==> config.mk <==
export PLATFORM = sky130hd
export DESIGN_NAME = conv_line_feeder
export DESIGN_NICKNAME = d
export VERILOG_FILES = /design/src/rtl/conv_feeder_pkg.sv /design/src/rtl/conv_line_feeder_bank.sv /design/src/rtl/conv_line_feeder.sv
export SDC_FILE = /design/constraint.sdc
export NUM_CORES = 1
export LEC_CHECK = 0
export ABC_AREA = 0
export CORE_MARGIN = 2
export CORE_UTILIZATION = 65
export CTS_BUF_LIST = sky130_fd_sc_hd__clkbuf_4 sky130_fd_sc_hd__clkbuf_8
export CTS_CLUSTER_DIAMETER = 50
export DETAILED_ROUTE_END_ITERATION = 16
export DONT_BUFFER_PORTS = 1
export HOLD_SLACK_MARGIN = 0.1
export PLACE_DENSITY = 0.8
export SLEW_MARGIN = 30
export SYNTH_ARGS = -nofsm -noshare
export SYNTH_HDL_FRONTEND = slang
export SYNTH_SLANG_ARGS = --single-unit
==> constraint.sdc <==
create_clock -name clk -period 7.8 [get_ports clk]
set_clock_uncertainty 0.1 [all_clocks]
set_input_delay 1.17 -clock clk [delete_from_list [all_inputs] [get_ports clk]]
set_output_delay 1.17 -clock clk [all_outputs]
set_load 0.01 [all_outputs]
==> src/rtl/conv_feeder_pkg.sv <==
`default_nettype none
// ============================================================================
// Module   : conv_feeder_pkg
// Purpose  : Shared types and helpers for the convolve line feeder.
//            State encoding, row-bank count and mod-3 pointer arithmetic.
// Revision : 1.0 - initial release
// ============================================================================
package conv_feeder_pkg;

    typedef enum logic [1:0] {
        IDLE  = 2'd0,
        FILL  = 2'd1,
        SERVE = 2'd2,
        DONE  = 2'd3
    } state_t;

    localparam int NUM_ROWS = 3;

    // Next bank index, wrapping 2 -> 0.
    function automatic logic [1:0] ptr_inc(input logic [1:0] p);
        return (p == 2'd2) ? 2'd0 : p + 2'd1;
    endfunction

    // (p + n) mod 3 for n in 0..3.
    function automatic logic [1:0] ptr_add(input logic [1:0] p, input logic [1:0] n);
        logic [1:0] r;
        r = p;
        for (int i = 0; i < 3; i++) begin
            if (2'(i) < n) begin
                r = ptr_inc(r);
            end
        end
        return r;
    endfunction

endpackage
`default_nettype wire

==> src/rtl/conv_line_feeder_bank.sv <==
`default_nettype none
// ============================================================================
// Module   : line_bank
// Purpose  : One image row of pixel storage.
//            Synchronous write port, asynchronous (combinational) read port.
// Ports    : clk      - clock
//            wr_en    - write strobe
//            wr_col   - write column
//            wr_data  - pixel to store
//            rd_col   - read column
//            rd_data  - pixel at rd_col
// Revision : 1.0 - initial release
// ============================================================================
module line_bank #(
    parameter int BIT_DEPTH = 8,
    parameter int IMG_WIDTH = 16,
    parameter int COL_W     = $clog2(IMG_WIDTH)
) (
    input  logic                 clk,
    input  logic                 wr_en,
    input  logic [COL_W-1:0]     wr_col,
    input  logic [BIT_DEPTH-1:0] wr_data,
    input  logic [COL_W-1:0]     rd_col,
    output logic [BIT_DEPTH-1:0] rd_data
);

    // Contents are deliberately not reset; a frame always refills before use.
    logic [BIT_DEPTH-1:0] r_mem [IMG_WIDTH];

    always_ff @(posedge clk) begin
        if (wr_en) begin
            r_mem[wr_col] <= wr_data;
        end
    end

    assign rd_data = r_mem[rd_col];

endmodule
`default_nettype wire

==> src/rtl/conv_line_feeder.sv <==
`default_nettype none
// ============================================================================
// Module   : conv_line_feeder
// Purpose  : Buffers a raster pixel stream into three rotating row banks and
//            presents one 3-pixel column per cycle to the convolve engine.
// Ports    : clk, rst            - clock, async active-high reset
//            start, stride       - begin frame / rows per window step
//            pix_in, pix_valid,
//            pix_ready           - input pixel stream handshake
//            shift_buffer        - advance one column
//            conv_done           - window row complete, load next rows
//            out_l1..out_l3      - top/middle/bottom pixel of current column
//            window_valid        - three rows resident
//            row_end             - read column is the last column
//            frame_done          - one-cycle end-of-frame pulse
// Revision : 1.0 - initial release
// ============================================================================
module conv_line_feeder
    import conv_feeder_pkg::*;
#(
    parameter int BIT_DEPTH  = 8,
    parameter int IMG_WIDTH  = 16,
    parameter int IMG_HEIGHT = 16,
    parameter int COL_W      = $clog2(IMG_WIDTH),
    parameter int ROW_W      = $clog2(IMG_HEIGHT + 1)
) (
    input  logic                 clk,
    input  logic                 rst,
    input  logic                 start,
    input  logic [1:0]           stride,
    input  logic [BIT_DEPTH-1:0] pix_in,
    input  logic                 pix_valid,
    output logic                 pix_ready,
    input  logic                 shift_buffer,
    input  logic                 conv_done,
    output logic [BIT_DEPTH-1:0] out_l1,
    output logic [BIT_DEPTH-1:0] out_l2,
    output logic [BIT_DEPTH-1:0] out_l3,
    output logic                 window_valid,
    output logic                 row_end,
    output logic                 frame_done
);

    localparam logic [COL_W-1:0] c_last_col = COL_W'(IMG_WIDTH - 1);

    state_t               r_state;
    state_t               w_next_state;
    logic [1:0]           r_stride;
    logic [1:0]           r_need;
    logic [1:0]           r_wr_bank;
    logic [1:0]           r_top_ptr;
    logic [ROW_W-1:0]     r_rows_loaded;
    logic [COL_W-1:0]     r_wr_col;
    logic [COL_W-1:0]     r_rd_col;

    logic                 w_hs;
    logic                 w_row_last;
    logic                 w_fill_done;
    logic [ROW_W+1:0]     w_rows_next;
    logic                 w_exhausted;
    logic [NUM_ROWS-1:0]  w_we;
    logic [BIT_DEPTH-1:0] w_rd [NUM_ROWS];

    assign w_hs        = (r_state == FILL) && pix_valid;
    assign w_row_last  = w_hs && (r_wr_col == c_last_col);
    assign w_fill_done = w_row_last && (r_need == 2'd1);
    // Frame ends when the next step would need rows beyond the image.
    assign w_rows_next = {2'b00, r_rows_loaded} + {{ROW_W{1'b0}}, r_stride};
    assign w_exhausted = w_rows_next > (ROW_W + 2)'(IMG_HEIGHT);
    assign row_end     = (r_rd_col == c_last_col);

    // ------------------------------------------------------------------
    // Row banks
    // ------------------------------------------------------------------
    for (genvar k = 0; k < NUM_ROWS; k++) begin : g_bank
        assign w_we[k] = w_hs && (r_wr_bank == 2'(k));

        line_bank #(
            .BIT_DEPTH (BIT_DEPTH),
            .IMG_WIDTH (IMG_WIDTH),
            .COL_W     (COL_W)
        ) u_bank (
            .clk     (clk),
            .wr_en   (w_we[k]),
            .wr_col  (r_wr_col),
            .wr_data (pix_in),
            .rd_col  (r_rd_col),
            .rd_data (w_rd[k])
        );
    end

    // Rotation: top_ptr names the bank holding the oldest resident row.
    always_comb begin
        out_l1 = '0;
        out_l2 = '0;
        out_l3 = '0;
        if (r_state == SERVE) begin
            case (r_top_ptr)
                2'd0: begin
                    out_l1 = w_rd[0];
                    out_l2 = w_rd[1];
                    out_l3 = w_rd[2];
                end
                2'd1: begin
                    out_l1 = w_rd[1];
                    out_l2 = w_rd[2];
                    out_l3 = w_rd[0];
                end
                default: begin
                    out_l1 = w_rd[2];
                    out_l2 = w_rd[0];
                    out_l3 = w_rd[1];
                end
            endcase
        end
    end

    // ------------------------------------------------------------------
    // FSM
    // ------------------------------------------------------------------
    always_ff @(posedge clk or posedge rst) begin
        if (rst) begin
            r_state <= IDLE;
        end else begin
            r_state <= w_next_state;
        end
    end

    always_comb begin
        w_next_state = r_state;
        pix_ready    = 1'b0;
        window_valid = 1'b0;
        frame_done   = 1'b0;
        case (r_state)
            IDLE: begin
                if (start) begin
                    w_next_state = FILL;
                end
            end
            FILL: begin
                pix_ready = 1'b1;
                if (w_fill_done) begin
                    w_next_state = SERVE;
                end
            end
            SERVE: begin
                window_valid = 1'b1;
                if (conv_done) begin
                    w_next_state = w_exhausted ? DONE : FILL;
                end
            end
            DONE: begin
                frame_done   = 1'b1;
                w_next_state = IDLE;
            end
            default: w_next_state = IDLE;
        endcase
    end

    // ------------------------------------------------------------------
    // Counters and pointers
    // ------------------------------------------------------------------
    always_ff @(posedge clk or posedge rst) begin
        if (rst) begin
            r_stride      <= 2'd1;
            r_need        <= 2'd0;
            r_wr_bank     <= 2'd0;
            r_top_ptr     <= 2'd0;
            r_rows_loaded <= '0;
            r_wr_col      <= '0;
            r_rd_col      <= '0;
        end else begin
            case (r_state)
                IDLE: begin
                    if (start) begin
                        r_stride      <= (stride == 2'd0) ? 2'd1 : stride;
                        r_need        <= 2'd3;
                        r_wr_bank     <= 2'd0;
                        r_top_ptr     <= 2'd0;
                        r_rows_loaded <= '0;
                        r_wr_col      <= '0;
                        r_rd_col      <= '0;
                    end
                end
                FILL: begin
                    if (w_row_last) begin
                        r_wr_col      <= '0;
                        r_rows_loaded <= r_rows_loaded + ROW_W'(1);
                        r_need        <= r_need - 2'd1;
                        r_wr_bank     <= ptr_inc(r_wr_bank);
                    end else if (w_hs) begin
                        r_wr_col <= r_wr_col + COL_W'(1);
                    end
                end
                SERVE: begin
                    // conv_done wins over a coincident shift.
                    if (conv_done) begin
                        r_rd_col <= '0;
                        if (!w_exhausted) begin
                            r_top_ptr <= ptr_add(r_top_ptr, r_stride);
                            r_need    <= r_stride;
                        end
                    end else if (shift_buffer && (r_rd_col != c_last_col)) begin
                        r_rd_col <= r_rd_col + COL_W'(1);
                    end
                end
                default: ;
            endcase
        end
    end

endmodule
`default_nettype wire

# Word-level counts from Yosys, hierarchy flattened
# Memory sizes are Yosys's and may differ from the RTL's.
# Index checks and enable logic that the tools add are counted.
# Widths: inputs -> output; s select.
# word_totals
ramBits	384
register_bits	23
n_memories	3
in_bits	16
elab_cells	120
# mem_list
memory	depth	word_bits	rd	rd_clocked_by_memory_dff	wr	line_no	text
g_bank[0].u_bank.r_mem	16	8	1	0	1	conv_line_feeder_bank.sv:28	logic [BIT_DEPTH-1:0] r_mem [IMG_WIDTH];
g_bank[1].u_bank.r_mem	16	8	1	0	1	conv_line_feeder_bank.sv:28	
g_bank[2].u_bank.r_mem	16	8	1	0	1	conv_line_feeder_bank.sv:28	
# op_classes
n_eq_ne	20
addsub	9
magnitude_cmp	4
mux	55
reduce_logical	21
# op_table
operator	n
$mux 2	26
$pmux 8 s2	3
$mux 8	3
$mux 4	5
$pmux 4 s2	2
$eq 2x2->1 const B	6
$reduce_and 3->1	4
$mux 5	2
$ne 2x2->1 const B	5
$pmux 5 s2	1
$mux 1	9
$add 2x1->2 const B	4
$add 4x1->4 const B	2
$eq 2x1->1 const B	4
$eq 4x4->1 const B	2
$logic_not 2->1	4
$pmux 2 s2	2
$pmux 2 s4	1
$logic_and 1x1->1	7
$add 5x2->6	1
$gt 6x5->1 const B	1
$pmux 2 s3	1
$add 5x1->5 const B	1
$reduce_and 5->1	1
10 further kinds	12

# Longest topological paths before layout
# Gate-level depths: netlist of the first run.
# depth
word_depth	18
depth_mapped	9
mapped_depth_nobuf	7

# By module
# From an unflattened synthesis of the first run, not the netlist that was laid out.
# unflattened
hier_cells	924
hier_area_um2	17040.1
# modules_own_cells
module	seq_area_each_um2	n_inst	cells_per_inst	area_each_um2
line_bank	3843.7	3	221	4987.3
conv_line_feeder	576.8	1	261	2078.2

# Worst setup path after synthesis of the first run
# OpenSTA, ideal clock, no wires.
# synth_path
path_kind	register to output
start	register r_rd_col[0]
end	output port out_l1[5]
arrival_time_ps	1891
stages_incl_launch_ff	7
slack_ps	4639
t_required_ps	6530
path_cell_list	dfrtp_1 -> buf_6 -> buf_6 -> buf_6 -> mux4_2 -> a221oi_2 -> o221ai_1
# synth_between
elab_chain_cells	3
word_cells_on_any_way	5
# synth_lines
item	line_no	text
from (decl)	conv_line_feeder.sv:54	logic [COL_W-1:0] r_rd_col;
from (signal assigned)	conv_line_feeder.sv:204	r_rd_col <= r_rd_col + COL_W'(1);
$mem_v2 16x8	--	
$pmux 8 s2 (*)	conv_line_feeder.sv:98	case (r_top_ptr)
$mux 8 (*)	conv_line_feeder.sv:97	if (r_state == SERVE) begin
to (decl)	conv_line_feeder.sv:36	output logic [BIT_DEPTH-1:0] out_l1,
# Mark *: on every way between the ends. The rest lies on a longest branch, timed or not.

# Final worst setup path of the first run
# layout_path
start	register r_rd_col[1]
end	output port out_l1[0]
# Same word-level chain as after synthesis.

==> results of run 1 <==
==> critical path: cells and delay by family (launching register included) <==
family	cells	cell delay (ns)
buffers and inverters	1	0.72
AOI/OAI and AO/OA	2	0.89
DFF	1	0.90
muxes	1	0.48
==> worst max path at each step <==
stage	from	to	cells past startpoint
floorplan	r_rd_col[0]$_DFFE_PP0P_	out_l1[5]	6
global placement	r_rd_col[0]$_DFFE_PP0P_	out_l2[7]	5
detailed placement	r_rd_col[0]$_DFFE_PP0P_	out_l2[6]	5
CTS	r_rd_col[0]$_DFFE_PP0P_	out_l2[6]	5
global route	r_rd_col[1]$_DFFE_PP0P_	out_l1[6]	5
finish	r_rd_col[1]$_DFFE_PP0P_	out_l1[0]	4
==> synth_stat cells (3+ instances only) <==
cell      number  area (um2)
a21o_1         3        22.5
a21oi_1        8        40.0
a221oi_2      16         240
a22o_1        16         140
and2_1         6        37.5
buf_1          4        15.0
buf_2          8        40.0
buf_4          3        22.5
buf_6          8        90.1
clkbuf_1      24        90.1
dfrtp_1       22         551
edfxtp_1     384       11500
ha_1          13         163
inv_1         11        41.3
mux2i_1        3        30.0
mux4_2       104        2340
nand2_1       57         214
nand3_1       12        60.1
nor2_1        59         221
nor2b_1        7        43.8
nor3_1         7        35.0
o21ai_0       14        70.1
o221ai_1      24         210
==> flip-flops by register name, indices dropped and copies added, names as in the netlist <==
signal,cells
g_bank.u_bank.r_mem,384
r_need,2
r_rd_col,4
r_rows_loaded,5
r_state,2
r_stride,2
r_top_ptr,2
r_wr_bank,2
r_wr_col,4
==> cell families (layout without fill, tap and decap cells) <==
family	count (synthesis)	after routing	share of synthesized area (%)
multiplexers	109	109	14.4
adder cells (fa/ha/maj)	14	14	1.10
buffers and inverters	59	119	1.82
flip-flops	407	407	72.9
XOR/XNOR	4	4	0.211
AO/OA/AOI/OAI	97	97	5.19
AND/OR/NAND/NOR	162	162	4.30
==> layer usage <==
metal  up-vias  wire [um]  global-route usage, %
met2       561      18300                   46.7
met1      4456      13500                   37.7
met4         0       1050                   8.73
met5         -          0                      0
li1       3550          -                      -
met3        91       3800                   7.55
==> metrics by stage <==
stage	cell area (um2)	setup slack, ns	total power [W]	util, %	hold slack (ns)
floorplan	16600	4.64	0.00318	-	0.374
global placement	16800	3.48	0.00332	66.9	0.411
detailed placement	16800	3.43	0.00337	66.9	0.430
CTS	18000	2.79	0.00505	71.7	0.440
global route	18000	2.80	0.00523	71.9	0.397
finish	18000	2.89	0.00505	71.9	0.385
==> final cells by class <==
class	instances	area, um2	area share [%]
Tap cell	330	413	2.29
Sequential cell	407	12100	67.1
Timing Repair Buffer	4	62.6	0.347
Clock inverter	21	190	1.05
Clock buffer	82	1010	5.60
Multi-Input combinational cell	386	4210	23.3
Inverter	12	45.0	0.250
==> power by group <==
part,leakage (nW),total [W],switching (W),internal (W)
Combinational,1.27,0.000834,0.000500,0.000334
Clock,0.628,0.00169,0.000758,0.000935
Sequential,3.75,0.00252,0.0000743,0.00245
Total,5.64,0.00505,0.00133,0.00372
==> results.cfg, run 1 <==
[setup_path]
slowest_stage = dfrtp_4
arrival_ns = 3.64
worstPathMaxFanout = 51
start_kind = flip-flop
crit_chain = buf_4, mux4_2, a221oi_2, o221ai_1
slowest_delay_ns = 0.90
r2r_setup_slack_ns = 4.13
reg2reg_to = g_bank[1].u_bank.r_mem[3][2]$_DFFE_PP_
r2r-start = r_state[1]$_DFFE_PP0P_
worstRegToRegCells = 6
crit_type = flip-flop to output pin
required_ns = 6.53
endpoint_kind = output pin

[synthesis]
synth_area_um2 = 16600
synthArstFlopShare_pct = 5.65
syn_avg_cell_area_um2 = 19.5
synth-seq-area-share_pct = 72.9
yosys_most_used_dff = edfxtp_1
synth_edf_count = 384
synth_warnings = 0
ys_types = 56
synthCells = 852
ys_ff_latch = 407
synth_nets = 882

[job]
maxCapViolCount = 0

[clock_network]
cts_made_buffers = 61
cts_buffer_depth = 3
htree_levels = 2
clkSinkCount = 407
postCtsHoldBufs = 0
cts_resized = 0
cts-root-buf = clkbuf_8
cts_setup_buffers = 0
cts_tree = yes
clk_pin_slew_ns = 0.06
clkLatencyLatePin_ns = 0.59

[die]
io_pins = 44
start_util_pct = 66.1
dieWidth_um = 164
die_area_um2 = 26800
core_area_um2 = 25100
die_h_um = 164
num_rows = 58

[grt]
grt_pass1_vias = 8768
track_usage_pct = 28.3
grt_max_degree = 53
antenna_found_initial = 0
grt_pass1_wl_um = 54500
globalRouteOverflowTotal = 0

[routing]
drc = 0
wl_per_cell_um = 29.5
vias = 8658
viasPerCell = 6.97
ant_nets = 0
wl_um = 36600
dr.pass1.iters = 5
drt-initial-drc-count = 1025

[timing]
period_share_pct = 62.9
setup_violations = 0
finalHoldViolations = 0
slew_violations = 0
worst_pin_slew_ns = 1.04
clock.fmax_mhz = 204
fin_crit_ns = 4.91
tns_ns = 0
relSlewSlack_pct = 30.4
rsz0062_at_grt = no

[final_layout]
fin_nets = 902
areaGrowthSynthToFinish_pct = 8.71
finalNonFillerCells = 1242
final_common_cell = edfxtp_1
layout_common_cells = 384 x edfxtp_1, 104 x mux4_2, 63 x clkbuf_8
diodes = 0
fill_cells = 1450
drive_gt1_share_pct = 26.1

[run_status]
status = completed

[placement]
place_hpwl_um = 23200
io_buffers = 0
dp_cells = 1138
gp_congestion = 0.882

[power_and_ir_drop]
vdd_drop_max_v = 0.000245
p_leak_nw = 5.64
power.density_nw_per_um2 = 280

[hold_path]
holdCritPathClass = primary input to asynchronous set/reset pin
No activity file was read; power rests on OpenSTA's default activity.
==> run 2, diff against run 1 <==
Clock period 7.8 ns to 5 ns, I/O delays scaled along.
==> run 2 against run 1 <==
Effect of this change:
- sequential share of layout area fell by 0.074 points
- setup slack got worse by 2.2 ns
- cell count rose by 0.72%
- highest routed layer unchanged
==> results.cfg, run 2 (synthesized netlist as in run 1, its figures left out) <==
[run_status]
status = completed

[die]
num_rows = 58
dieWidth_um = 164
start_util_pct = 66.1
io_pins = 44
die_h_um = 164
core_area_um2 = 25100
die_area_um2 = 26800

[clock_network]
clk_pin_slew_ns = 0.06
clkLatencyLatePin_ns = 0.61
cts_tree = yes
clkSinkCount = 407
cts-root-buf = clkbuf_8
cts_made_buffers = 59
cts_buffer_depth = 3
htree_levels = 2

[placement]
place_hpwl_um = 23300
io_buffers = 0
place_ws_ns = 1.26
gp_congestion = 0.824

[setup_path]
start_kind = flip-flop
critical_path_depth = 5
worstPathMaxFanout = 40
crit_chain = buf_12, mux4_2, a22o_1, a221oi_2, o221ai_1
cpLargestDelayFamily = flip-flops
r2r_setup_slack_ns = 1.68
required_ns = 4.15
worstRegToRegCells = 7
slowest_delay_ns = 0.97
slowest_stage = dfrtp_4
crit_type = flip-flop to output pin
critPathBufInv = 1
reg2reg_to = g_bank[1].u_bank.r_mem[13][6]$_DFFE_PP_
endpoint_kind = output pin
r2r-start = r_state[1]$_DFFE_PP0P_
arrival_ns = 3.47

[job]
maxCapViolCount = 0

[grt]
grt_pass1_wl_um = 53300
grt.met1_usage_pct = 37.2
grt_pass1_vias = 8538
grt_util_met2_pct = 44.6
met3_usage_pct = 8.61
grt_max_degree = 49
antenna_found_initial = 0
track_usage_pct = 27.8
busiest_layer = met2
globalRouteOverflowTotal = 0

[routing]
wl_um = 36100
vias = 8544
dr.pass1.iters = 5
viasPerCell = 6.83
drc = 0
ant_nets = 0
wl_per_cell_um = 28.8
drt-initial-drc-count = 1045

[timing]
slew_violations = 0
rsz0062_at_grt = no
clock.fmax_mhz = 231
fin_ws_ns = 0.675
finalHoldViolations = 0
relSlewSlack_pct = 35.6
period_share_pct = 86.5
tns_ns = 0
hold_ws_ns = 0.130
setup_violations = 0
worst_pin_slew_ns = 0.962
fin_crit_ns = 4.32

[final_layout]
areaGrowthSynthToFinish_pct = 8.83
largest_reg_flops = 384
fill_cells = 1481
largest_register = g_bank.u_bank.r_mem
reg_top3 = g_bank.u_bank.r_mem x384, r_rows_loaded x5
drive_gt1_share_pct = 26.1
final_common_cell = edfxtp_1
fin_nets = 903
layout_common_cells = 384 x edfxtp_1, 104 x mux4_2, 59 x clkbuf_8
diodes = 0

[hold_path]
holdPathStages = 0
hold_end = g_bank[0].u_bank.r_mem[7][0]$_DFFE_PP_
hp-start = pix_in[0]
holdCritPathClass = primary input to flip-flop

[power_and_ir_drop]
vdd_drop_max_v = 0.000394
power.density_nw_per_um2 = 434
p_leak_nw = 5.66
run 2: layout make-up:
class,instances,area (um2),area share (%)
repair buffers,7,92.6,0.513
well taps,330,413,2.29
multi-input cells,386,4210,23.3
flip-flops and latches,407,12100,67.1
clock buffers,79,962,5.33
inverters,12,45.0,0.249
clock inverters,30,224,1.24
run 2: report_power, final:
group	leakage, nW	switching, W	internal, W	total [W]
registers	3.75	0.000139	0.00382	0.00396
logic	1.28	0.000735	0.000522	0.00126
clock network	0.633	0.00120	0.00141	0.00262
run 2: what timing repair did:
item,CTS,global route
setup buffers,0,0
hold buffers,0,1
gates resized for setup,0,0
hold endpoints to repair,0,22
run 2: worst register-to-register path, stage by stage (launching register included):
cell and delay [ns]:
dfrtp_1 0.43, inv_1 0.10, ha_1 0.14, buf_4 0.22
inv_1 0.19, nor2_1 0.26, nand3_1 0.55, nor2_1 0.92
run 2: worst max path at each step:
stage	start	end
5_1_grt	r_rd_col[0]$_DFFE_PP0P_	out_l1[5]
3_3_place_gp	r_rd_col[1]$_DFFE_PP0P_	out_l2[5]
4_1_cts	r_rd_col[0]$_DFFE_PP0P_	out_l1[5]
2_1_floorplan	r_rd_col[0]$_DFFE_PP0P_	out_l1[5]
6_report	r_rd_col[0]$_DFFE_PP0P_	out_l1[5]
3_5_place_dp	r_rd_col[0]$_DFFE_PP0P_	out_l1[5]
run 2: stage by stage:
step                utilization (%)  cells  cell area, um2  power, W
finish                         71.9   1251           18100   0.00783
global route                   71.9   1251           18100   0.00810
CTS                            71.9   1250           18000   0.00785
detailed placement             67.2   1141           16900   0.00527
global placement               67.0   1140           16800   0.00520
floorplan                         -    852           16600   0.00497
run 2: metal layers:
metal / vias to the layer above / wire [um]
met3: 68 / 3960
met1: 4400 / 13300
met5: - / 0
met4: 0 / 1000
li1: 3569 / -
met2: 507 / 17800
==> run 3, diff against run 2 <==
Settings changed: CELL_PAD_IN_SITES_DETAIL_PLACEMENT set to 0, CELL_PAD_IN_SITES_GLOBAL_PLACEMENT set to 2, CORE_UTILIZATION 65 to 52, PLACE_DENSITY 0.8 to 0.81, SETUP_SLACK_MARGIN set to 0.2.
==> run 3 against run 2 <==
Effect of this change:
- clock power grew 6%
- die area increased by 24%
- largest cell class unchanged
- register-to-register slack about the same
- largest power group unchanged
- wire length rose by 3.5%
- fmax rose by 0.96%
- setup slack gained 0.041 ns
- cell count rose by 6.8%
- critical path type unchanged
- non-clock buffer count up 6
- sequential power is essentially flat
- via count down 0.96%
- sequential share of layout area fell by 0.76 points
- worst hold slack improved by 0.031 ns
==> results.cfg, run 3 (synthesized netlist as in run 1, its figures left out) <==
[die]
die_area_um2 = 33400
start_util_pct = 52.7
core_area_um2 = 31500
dieWidth_um = 183
die_h_um = 183
num_rows = 65
io_pins = 44

[final_layout]
largest_reg_flops = 384
diodes = 0
finalNonFillerCells = 1336
fin_nets = 917
drive_gt1_share_pct = 27.1
final_common_cell = edfxtp_1
largest_register = g_bank.u_bank.r_mem
areaGrowthSynthToFinish_pct = 10.1
reg_top3 = g_bank.u_bank.r_mem x384, r_rows_loaded x5
final_cell_area_um2 = 18300
layout_common_cells = 384 x edfxtp_1, 104 x mux4_2, 69 x clkbuf_8

[power_and_ir_drop]
power.density_nw_per_um2 = 438
p_leak_nw = 5.72
vdd_drop_max_v = 0.000214

[routing]
wl_um = 37300
dr.pass1.iters = 5
viasPerCell = 6.33
drt-initial-drc-count = 794
drc = 0
ant_nets = 0
vias = 8462
wl_per_cell_um = 27.9

[setup_path]
cpLargestDelayFamily = compound AO/OA/AOI/OAI gates
r2r_setup_slack_ns = 1.68
endpoint_kind = output pin
crit_chain = buf_16, buf_4, mux4_2, a22o_1, a221oi_2, o221ai_1
slowest_delay_ns = 0.73
slowest_stage = dfrtp_4
worstRegToRegCells = 7
required_ns = 4.15
reg2reg_to = g_bank[1].u_bank.r_mem[3][0]$_DFFE_PP_
startpoint = r_rd_col[0]$_DFFE_PP0P_
start_kind = flip-flop
arrival_ns = 3.43
worstPathMaxFanout = 29
crit_type = flip-flop to output pin
r2r-start = r_state[1]$_DFFE_PP0P_
critPathBufInv = 2

[grt]
grt_max_degree = 61
globalRouteOverflowTotal = 0
grt_pass1_wl_um = 56200
grt_pass1_vias = 8830
track_usage_pct = 23.3
antenna_found_initial = 0

[placement]
gp_congestion = 0.875
dpl_cell_area_um2 = 17000
dp_cells = 1219
place_hpwl_um = 24000
io_buffers = 0

[clock_network]
cts_made_buffers = 67
clkSinkCount = 407
cts-root-buf = clkbuf_8
cts_resized = 0
cts_tree = yes
htree_levels = 3
postCtsHoldBufs = 0
cts_setup_buffers = 0
cts_buffer_depth = 3
clk_pin_slew_ns = 0.06
clkLatencyLatePin_ns = 0.59

[hold_path]
holdPathStages = 0
holdCritPathClass = primary input to flip-flop
hold_end = g_bank[1].u_bank.r_mem[13][5]$_DFFE_PP_
hp-start = pix_in[5]

[timing]
clock.fmax_mhz = 233
setup_violations = 0
period_share_pct = 85.7
worst_pin_slew_ns = 0.953
relSlewSlack_pct = 36.2
fin_crit_ns = 4.28
tns_ns = 0
slew_violations = 0
rsz0062_at_grt = no
finalHoldViolations = 0

[run_status]
status = completed

[job]
maxCapViolCount = 0
## run 3: cell types whose count changed in the layout (fill, tap and decap cells not counted), moves of 2 or more
| cell | delta |
|---|---|
| buf_12 | -3 |
| buf_4 | +8 |
| bufinv_16 | -2 |
| clkbuf_4 | -2 |
| clkbuf_8 | +10 |
| clkinv_2 | -2 |
| clkinv_8 | +2 |
| clkinvlp_4 | +2 |
| nor2_1 | -2 |
| nor2_2 | +2 |
## run 3: area by class of cell
cell class	count	area (um2)
clock buffer	87	1080
fill	2245	13200
sequential	407	12100
tap	402	503
multi-input combinational	386	4210
timing repair buffer	13	120
inverter	12	45.0
clock inverter	29	188
## run 3: layer usage
metal  part of all wire [%]  track usage, %  vias up  wire length [um]
met5                      0               0        -                 0
met4                    2.7            8.26        0              1010
met3                    8.7            6.49       63              3250
met2                     48            36.7      370             17800
met1                     41            31.7     4434             15200
li1                       -               -     3595                 -
## run 3: how the worst max path moves through the flow
stage,slack (ns),end,cells after the start
2_1_floorplan,2.26,out_l1[5],6
3_3_place_gp,1.16,out_l1[1],5
3_5_place_dp,1.32,out_l1[1],6
4_1_cts,0.69,out_l1[1],6
5_1_grt,0.56,out_l2[3],5
6_report,0.72,out_l2[3],6
## run 3: worst reg2reg max path, stage by stage, from the launching register on
cell and delay, ns:
dfrtp_1 0.42, inv_1 0.10, ha_1 0.15, buf_4 0.21, inv_1 0.20, nor2_1 0.22, nand3_1 0.55, nor2_1 0.97
## run 3: through the flow
stage / hold slack (ns) / util [%] / total power, W / setup WS, ns
2_1_floorplan: 0.374 / - / 0.00497 / 2.26
3_3_place_gp: 0.412 / 53.8 / 0.00521 / 1.16
3_5_place_dp: 0.430 / 53.9 / 0.00528 / 1.32
4_1_cts: 0.129 / 58.0 / 0.00805 / 0.689
5_1_grt: 0.117 / 58.0 / 0.00834 / 0.559
6_report: 0.161 / 58.0 / 0.00799 / 0.716
## run 3: where the power goes
part,leakage (nW),total [W],switching [W],internal [W]
clock,0.666,0.00277,0.00129,0.00148
sequential,3.75,0.00394,0.000117,0.00382
combinational,1.31,0.00128,0.000753,0.000529
